<file path="src/rtl/mirfak_multiplier_pipe.sv">
// Pipelined RV32M-style multiplier (MUL/MULH/MULHSU/MULHU) for the Mirfak execute stage.
// A single-entry product cache lets a repeat operation on the same operands finish in one cycle.
module mirfak_multiplier_pipe #(
  parameter int unsigned XLEN       = 32,
  parameter int unsigned STAGES     = 2,
  parameter bit          FAST_REUSE = 1'b1
) (
  input  logic            clk_i,
  input  logic            rst_i,
  input  logic [XLEN-1:0] mult_op1,
  input  logic [XLEN-1:0] mult_op2,
  input  logic [1:0]      mult_cmd,
  input  logic            mult_enable,
  input  logic            mult_abort,
  output logic [XLEN-1:0] mult_result,
  output logic            mult_ack
);

  localparam int unsigned CntW = (STAGES > 1) ? $clog2(STAGES) : 1;
  localparam logic [CntW-1:0] CntMax = CntW'(STAGES - 1);

  typedef enum logic [1:0] {StIdle, StBusy, StDone} state_e;

  // {op1 signed, op2 signed}
  function automatic logic [1:0] sign_class(input logic [1:0] cmd);
    return {(cmd == 2'b01) || (cmd == 2'b10), cmd == 2'b01};
  endfunction

  state_e              r_state, w_state_nxt;
  logic [CntW-1:0]     r_cnt;
  logic [XLEN-1:0]     r_op1, r_op2, r_result;
  logic [1:0]          r_cmd;
  logic                r_c_valid;
  logic [XLEN-1:0]     r_c_op1, r_c_op2;
  logic [1:0]          r_c_cls;
  logic [2*XLEN-1:0]   r_c_prod;

  logic [1:0]          w_cls;
  logic [2*XLEN-1:0]   w_a, w_b, w_prod, w_prod_out;
  logic [XLEN-1:0]     w_busy_res, w_cache_res;
  logic                w_hit, w_last, w_capture, w_load_hit, w_load_miss;

  // Extending to the full product width keeps the low 2*XLEN bits of the signed product exact.
  assign w_cls  = sign_class(r_cmd);
  assign w_a    = {{XLEN{w_cls[1] & r_op1[XLEN-1]}}, r_op1};
  assign w_b    = {{XLEN{w_cls[0] & r_op2[XLEN-1]}}, r_op2};
  assign w_prod = w_a * w_b;

  if (STAGES > 1) begin : g_pipe
    logic [2*XLEN-1:0] r_pipe [STAGES-1];
    always_ff @(posedge clk_i or posedge rst_i) begin
      if (rst_i) begin
        for (int i = 0; i < int'(STAGES) - 1; i++) r_pipe[i] <= '0;
      end else begin
        r_pipe[0] <= w_prod;
        for (int i = 1; i < int'(STAGES) - 1; i++) r_pipe[i] <= r_pipe[i-1];
      end
    end
    assign w_prod_out = r_pipe[STAGES-2];
  end else begin : g_nopipe
    assign w_prod_out = w_prod;
  end

  assign w_busy_res  = (r_cmd == 2'b00) ? w_prod_out[XLEN-1:0] : w_prod_out[2*XLEN-1:XLEN];
  assign w_cache_res = (mult_cmd == 2'b00) ? r_c_prod[XLEN-1:0] : r_c_prod[2*XLEN-1:XLEN];

  // The low half is identical for every signedness, so MUL hits regardless of class.
  assign w_hit = FAST_REUSE && r_c_valid && (mult_op1 == r_c_op1) && (mult_op2 == r_c_op2) &&
                 ((mult_cmd == 2'b00) || (sign_class(mult_cmd) == r_c_cls));
  assign w_last = (r_cnt == CntMax);

  always_comb begin
    w_state_nxt = r_state;
    w_capture   = 1'b0;
    w_load_hit  = 1'b0;
    w_load_miss = 1'b0;
    unique case (r_state)
      StIdle: begin
        if (mult_abort) begin
          w_state_nxt = StIdle;
        end else if (mult_enable && w_hit) begin
          w_state_nxt = StDone;
          w_load_hit  = 1'b1;
        end else if (mult_enable) begin
          w_state_nxt = StBusy;
          w_capture   = 1'b1;
        end
      end
      StBusy: begin
        if (mult_abort) begin
          w_state_nxt = StIdle;
        end else if (w_last) begin
          w_state_nxt = StDone;
          w_load_miss = 1'b1;
        end
      end
      StDone:  w_state_nxt = StIdle;
      default: w_state_nxt = StIdle;
    endcase
  end

  always_ff @(posedge clk_i or posedge rst_i) begin
    if (rst_i) begin
      r_state  <= StIdle;
      r_cnt    <= '0;
      r_op1    <= '0;
      r_op2    <= '0;
      r_cmd    <= 2'b00;
      r_result <= '0;
    end else begin
      r_state <= w_state_nxt;
      if (w_capture) begin
        r_op1 <= mult_op1;
        r_op2 <= mult_op2;
        r_cmd <= mult_cmd;
        r_cnt <= '0;
      end else if (r_state == StBusy && !w_last) begin
        r_cnt <= r_cnt + CntW'(1);
      end
      if (w_load_hit)       r_result <= w_cache_res;
      else if (w_load_miss) r_result <= w_busy_res;
    end
  end

  always_ff @(posedge clk_i or posedge rst_i) begin
    if (rst_i) begin
      r_c_valid <= 1'b0;
      r_c_op1   <= '0;
      r_c_op2   <= '0;
      r_c_cls   <= 2'b00;
      r_c_prod  <= '0;
    end else if (FAST_REUSE && w_load_miss) begin
      r_c_valid <= 1'b1;
      r_c_op1   <= r_op1;
      r_c_op2   <= r_op2;
      r_c_cls   <= w_cls;
      r_c_prod  <= w_prod_out;
    end
  end

  assign mult_result = r_result;
  assign mult_ack    = (r_state == StDone) && !mult_abort;

endmodule

</file>
<file path="config.mk">
export PLATFORM = sky130hd
export DESIGN_NAME = mirfak_multiplier_pipe
export DESIGN_NICKNAME = d
export VERILOG_FILES = /design/src/rtl/mirfak_multiplier_pipe.sv
export SDC_FILE = /design/constraint.sdc
export NUM_CORES = 2
export LEC_CHECK = 0
export ABC_AREA = 1
export CORE_ASPECT_RATIO = 0.8
export CORE_MARGIN = 1.5
export CORE_UTILIZATION = 40
export DETAILED_ROUTE_END_ITERATION = 8
export PLACE_DENSITY = 0.65
export SLEW_MARGIN = 10
export SYNTH_ARGS = -nofsm -noshare
export SYNTH_HDL_FRONTEND = slang
export SYNTH_SLANG_ARGS = --single-unit
</file>
<file path="constraint.sdc">
create_clock -name clk_i -period 25.7 [get_ports clk_i]
set_clock_uncertainty 0.2 [all_clocks]
set_input_delay 5.14 -clock clk_i [delete_from_list [all_inputs] [get_ports clk_i]]
set_output_delay 5.14 -clock clk_i [all_outputs]
set_load 0.02 [all_outputs]
</file>
### Word level (Yosys, flattened, before mapping)

Index checks and enable logic that the tools add are counted.

* bits in registers: 296
* bits in latches: 0
* bits in writable memories: 0
* bits in read-only memories: 0
* input bits: 70
* output and inout bits: 33
* word-level logic and storage cells: 66
* memories: 0

* add/sub/neg operators: 1
* multiply operators: 1
* divide/modulo/power cells: 0
* order comparisons: 0
* eq/ne operators: 11
* shifts and indexed selects: 0
* mux-type cells: 22
* bitwise operators: 2
* reduce and logical (&&, ||, !) cells: 17

Operators with widths (count)
* 32-bit 2-to-1 mux: 4
* 32-bit equality test: 2
* 33-bit by 33-bit multiplier with 64-bit output: 1
* 1-bit 2-to-1 mux: 12
* 2-bit 2-to-1 mux: 5
* 2-bit by 1-bit equality test with 1-bit output, second input constant: 3
* 2-bit equality test, second input constant: 3
* 1-bit logical AND: 6
* 2-bit zero test: 3
* 4-bit != test, second input constant: 1
* 2-bit one-hot mux with 2 select lines: 1
* 2-bit nonzero test: 2
* 1-bit logical OR: 3
* 3-bit != test, second input constant: 1
* 1-bit bitwise AND: 2
* 2-bit equality test: 1
* 1-bit zero test: 2
* 2-bit AND reduction: 1
* 1-bit adder, second input constant: 1

### Logic depth before layout (Yosys ltp)

* depth after elaboration: 10
* depth in mapped cells: 33
* depth with buffers taken out: 32

### Least setup slack after synthesis

OpenSTA, ideal clock, no wires.

* path kind: input to output
* from: input port mult_abort
* to: output port mult_ack
* data arrival time: 5.433 ns
* data required time: 20.360 ns
* slack: 14.927 ns
* stages on the path: 1
* buffers on the path: 0
* cell sequence: nor2_1

* word-level cells in the longest chain between the ends: 2

RTL lines
* start, declared: RTL line 14 `input logic mult_abort,`
* 1-bit zero test: RTL line 142 `assign mult_ack = (r_state == StDone) && !mult_abort;`
* 1-bit logical AND: RTL line 142
* end, declared: RTL line 16 `output logic mult_ack`

No other way between the ends.

### Worst setup path in the final report

Ends and elaborated chain as after synthesis.

==> impl_metrics.csv <==
group,metric,value,unit
sta,hold_violations,0,
critical_path,max_stage_delay,610,ps
detailed_routing,vias_per_cell,5.02,
floorplan,core.rowCount,118,
logic_synthesis,synth.mux.area_fraction,0.344,%
critical_path,start_kind,"input port",
sta,final-setup-viol-count,0,
sta,slew_headroom,18.7,%
cts,cts-buffers-inserted,30,
cts,clk_pin_slew,70,ps
critical_path,timing_worst_setup_path_type,"input port to output pin",
placement,io_buffers,102,
floorplan,coreArea,130000,um^2
logic_synthesis,synth-edff-count,0,
global_route,grt_max_degree,99,
sta,rsz0062_at_grt,"no",
logic_synthesis,syn_nets,7916,
logic_synthesis,synth_warnings,0,
logic_synthesis,synth-seq-area-share,14.2,%
logic_synthesis,synth_area,52300,um^2
logic_synthesis,synth.distinct_cells,34,
min_path,hp-class,"flop to flop",
placement,placed_area,54800,um^2
cts,clkLatencyLatePin,630,ps
logic_synthesis,synth.area.top_cells,"fa_1, dfrtp_1, nand2_1, inv_1, ha_1",
sta,drv_slew,0,
critical_path,crit_path_end_kind,"output pin",
finish,nFillCells,13133,
detailed_routing,via_count,40864,
floorplan,die_height,327,um
logic_synthesis,async_flop_share,100,%
finish,area_growth,6.67,%
sta,fin_setup_tns,0,ps
floorplan,die_w,407,um
finish,drive_gt1_share,2.64,%
finish,utilization,43.1,%
logic_synthesis,synthSimpleGateAreaFrac,18.2,%
finish,stdcell_count,8140,
placement,dp_hpwl,125000,um
global_route,antenna_found_initial,9,
cts,cts_max_level,1,
critical_path,crit_slowest_cell,"clkdlybuf4s50_1",
cts,root_buffer,"clkbuf_16",
cts,cts_sinks,296,
logic_synthesis,syn_avg_cell_area,8.05,um^2
floorplan,die-area,133000,um^2
critical_path,cp.arrival,6280,ps
logic_synthesis,synth_top_family_by_area,"adder cells",
cts,post_cts_buffers,0,
global_route,grt_pass1_wl,249000,um
placement,place.gp.congestion,0.997,
cts,cts.repair.resized,0,
global_route,grt_pass1_vias,42364,
detailed_routing,wl_per_cell,19.3,um
logic_synthesis,netlist.area_leader.share,43.0,%
detailed_routing,routed_wl,157000,um
sta,post-route-min-period,11620,ps
logic_synthesis,synth_xor_area_share,1.20,%
finish,nets,7786,
floorplan,num_io_pins,103,
logic_synthesis,ys_ff_latch,296,
detailed_routing,drtIter0Drc,3482,
logic_synthesis,synth_compound_area_share,3.03,%
critical_path,crit_required,20360,ps
detailed_routing,ant_nets,0,
cts,hold_buffers,0,
cts,clk_path_buf_depth,3,
critical_path,cp_max_fo,2,
run,drv_cap,0,
global_route,grt_use_total,24.1,%
critical_path,cp.buffers_inverters,2,
sta,period_share,45.2,%
global_route,grt_overflow,0,
sta,fmax,0.0860,GHz
finish,final_area,55800,um^2
logic_synthesis,synth_cells,6505,
logic_synthesis,synth_largest_area_cell,"fa_1",
critical_path,cpMostUsedCell,"clkdlybuf4s50_1",
floorplan,start_util,40.4,%
detailed_routing,route.detailed.drc,0,
cts,cts_tree,"done",
sta,worst_slew_pin_slew,1220,ps
run_status,outcome,"complete, no violations",
detailed_routing,dr.pass1.iters,6,
critical_path,timing.critical_path.cells,"clkdlybuf4s50_1 > nor2_1 > clkdlybuf4s50_1",
logic_synthesis,synthFlopType,"dfrtp_1",
critical_path,critical_path.top_delay_family,"buffers and inverters",
logic_synthesis,synthAdderAreaFrac,48.2,%
placement,dp_cells,8083,
[routing by layer]
metal	track usage (%)	vias to the layer above	share of wire, %	routed length [um]
met3	5.27	221	9.7	15300
li1	-	18147	-	-
met1	35.9	20862	45	70200
met4	5.00	0	2.2	3490
met5	0	-	0	0
met2	36.2	1634	43	68300
[flip-flops by register name, summed over array words and instances, names as in the netlist]
name           flops
r_cnt              1
r_cmd              2
r_c_op1           32
r_op2             32
g_pipe.r_pipe     64
r_c_op2           32
r_c_prod          64
r_c_valid          1
r_op1             32
r_state            2
mult_result       32
r_c_cls            2
[final timing paths]
kind	start	to	slack (ps)	cells past startpoint
worst max-delay path	mult_abort	mult_ack	14080	3
worst min-delay path	r_c_valid	r_c_valid	260	2
worst max register to register	r_cmd[1]	g_pipe.r_pipe[44]	16600	27
worst min register to register	r_c_valid	r_c_valid	260	2
max in group asynchronous	rst_i	r_op1[13]	17460	5
min in group asynchronous	rst_i	g_pipe.r_pipe[63]	4800	2
[metrics by stage]
stage | hold slack [ps] | setup slack [ps]
finish | 264 | 14080
global route | 300 | 14020
CTS | 262 | 14070
detailed placement | 245 | 14080
global placement | 240 | 14090
floorplan | 222 | 12180
[layout make-up]
class	count	area, um^2	area share [%]
repair buffers	179	1600	2.86
flip-flops and latches	296	7410	13.3
clock buffers	38	821	1.47
inverters	1713	6440	11.5
diodes	2	5.00	0.00896
well taps	1740	2180	3.90
clock inverters	17	201	0.361
multi-input cells	4155	37200	66.6
[layout by cell type (no fill, tap or decap), drive strengths merged, types with 16 or more instances in the layout]
master / netlist / routed
nand4: 48 / 48
nand3: 206 / 206
o21ai: 195 / 195
xor2: 47 / 47
nor2: 239 / 239
fa: 1125 / 1125
a21oi: 86 / 86
ha: 216 / 216
clkdlybuf4s50: 0 / 102
mux2: 16 / 16
nand2: 1905 / 1905
buf: 43 / 77
inv: 1712 / 1714
clkbuf: 298 / 38
dfrtp: 296 / 296
xnor2: 25 / 25
[worst reg2reg max path, cell delays in order, from the launching register on]
cell,delay [ps]
dfrtp_1,360
inv_1,60
ha_1,290
clkinv_1,70
buf_4,230
nor2_1,370
fa_1,550
fa_1,630
fa_1,530
inv_1,470
fa_1,550
inv_1,110
fa_1,460
fa_1,540
inv_1,50
fa_1,460
fa_1,560
inv_1,60
ha_1,580
nand2_1,190
nor2_1,200
inv_1,90
nor2_1,110
inv_1,60
o21ai_0,610
inv_1,100
nand3_1,110
xor2_1,350
[cells by family after synthesis]
logic type,count (synthesis)
xor gates and xnor gates,72
and+or+nand+nor,2421
adders and majority gates,1341
DFF,296
AOI/OAI and AO/OA,305
muxes,16
buffers and inverters,2054
[Yosys cell counts (2+ instances only)]
library cell / instances
inv_2: 5
mux2_2: 16
a21o_1: 3
a21oi_1: 86
buf_6: 4
ha_1: 216
o21a_1: 4
buf_1: 18
buf_2: 21
o22ai_1: 2
nand3_1: 206
nor3_1: 7
nor2_1: 236
a21boi_0: 4
dfrtp_1: 296
or2_2: 7
o21ai_1: 5
nand4_1: 48
nor4_1: 5
o21bai_1: 10
nand2_1: 1903
o21ai_0: 190
inv_1: 1707
nor2_4: 2
xnor2_1: 25
nand3b_1: 4
fa_1: 1125
clkbuf_1: 298
xor2_1: 47
Power is left out: the tool's default activity adds up to more than one toggle a clock period on the data nets, which glitch-free logic cannot reach.
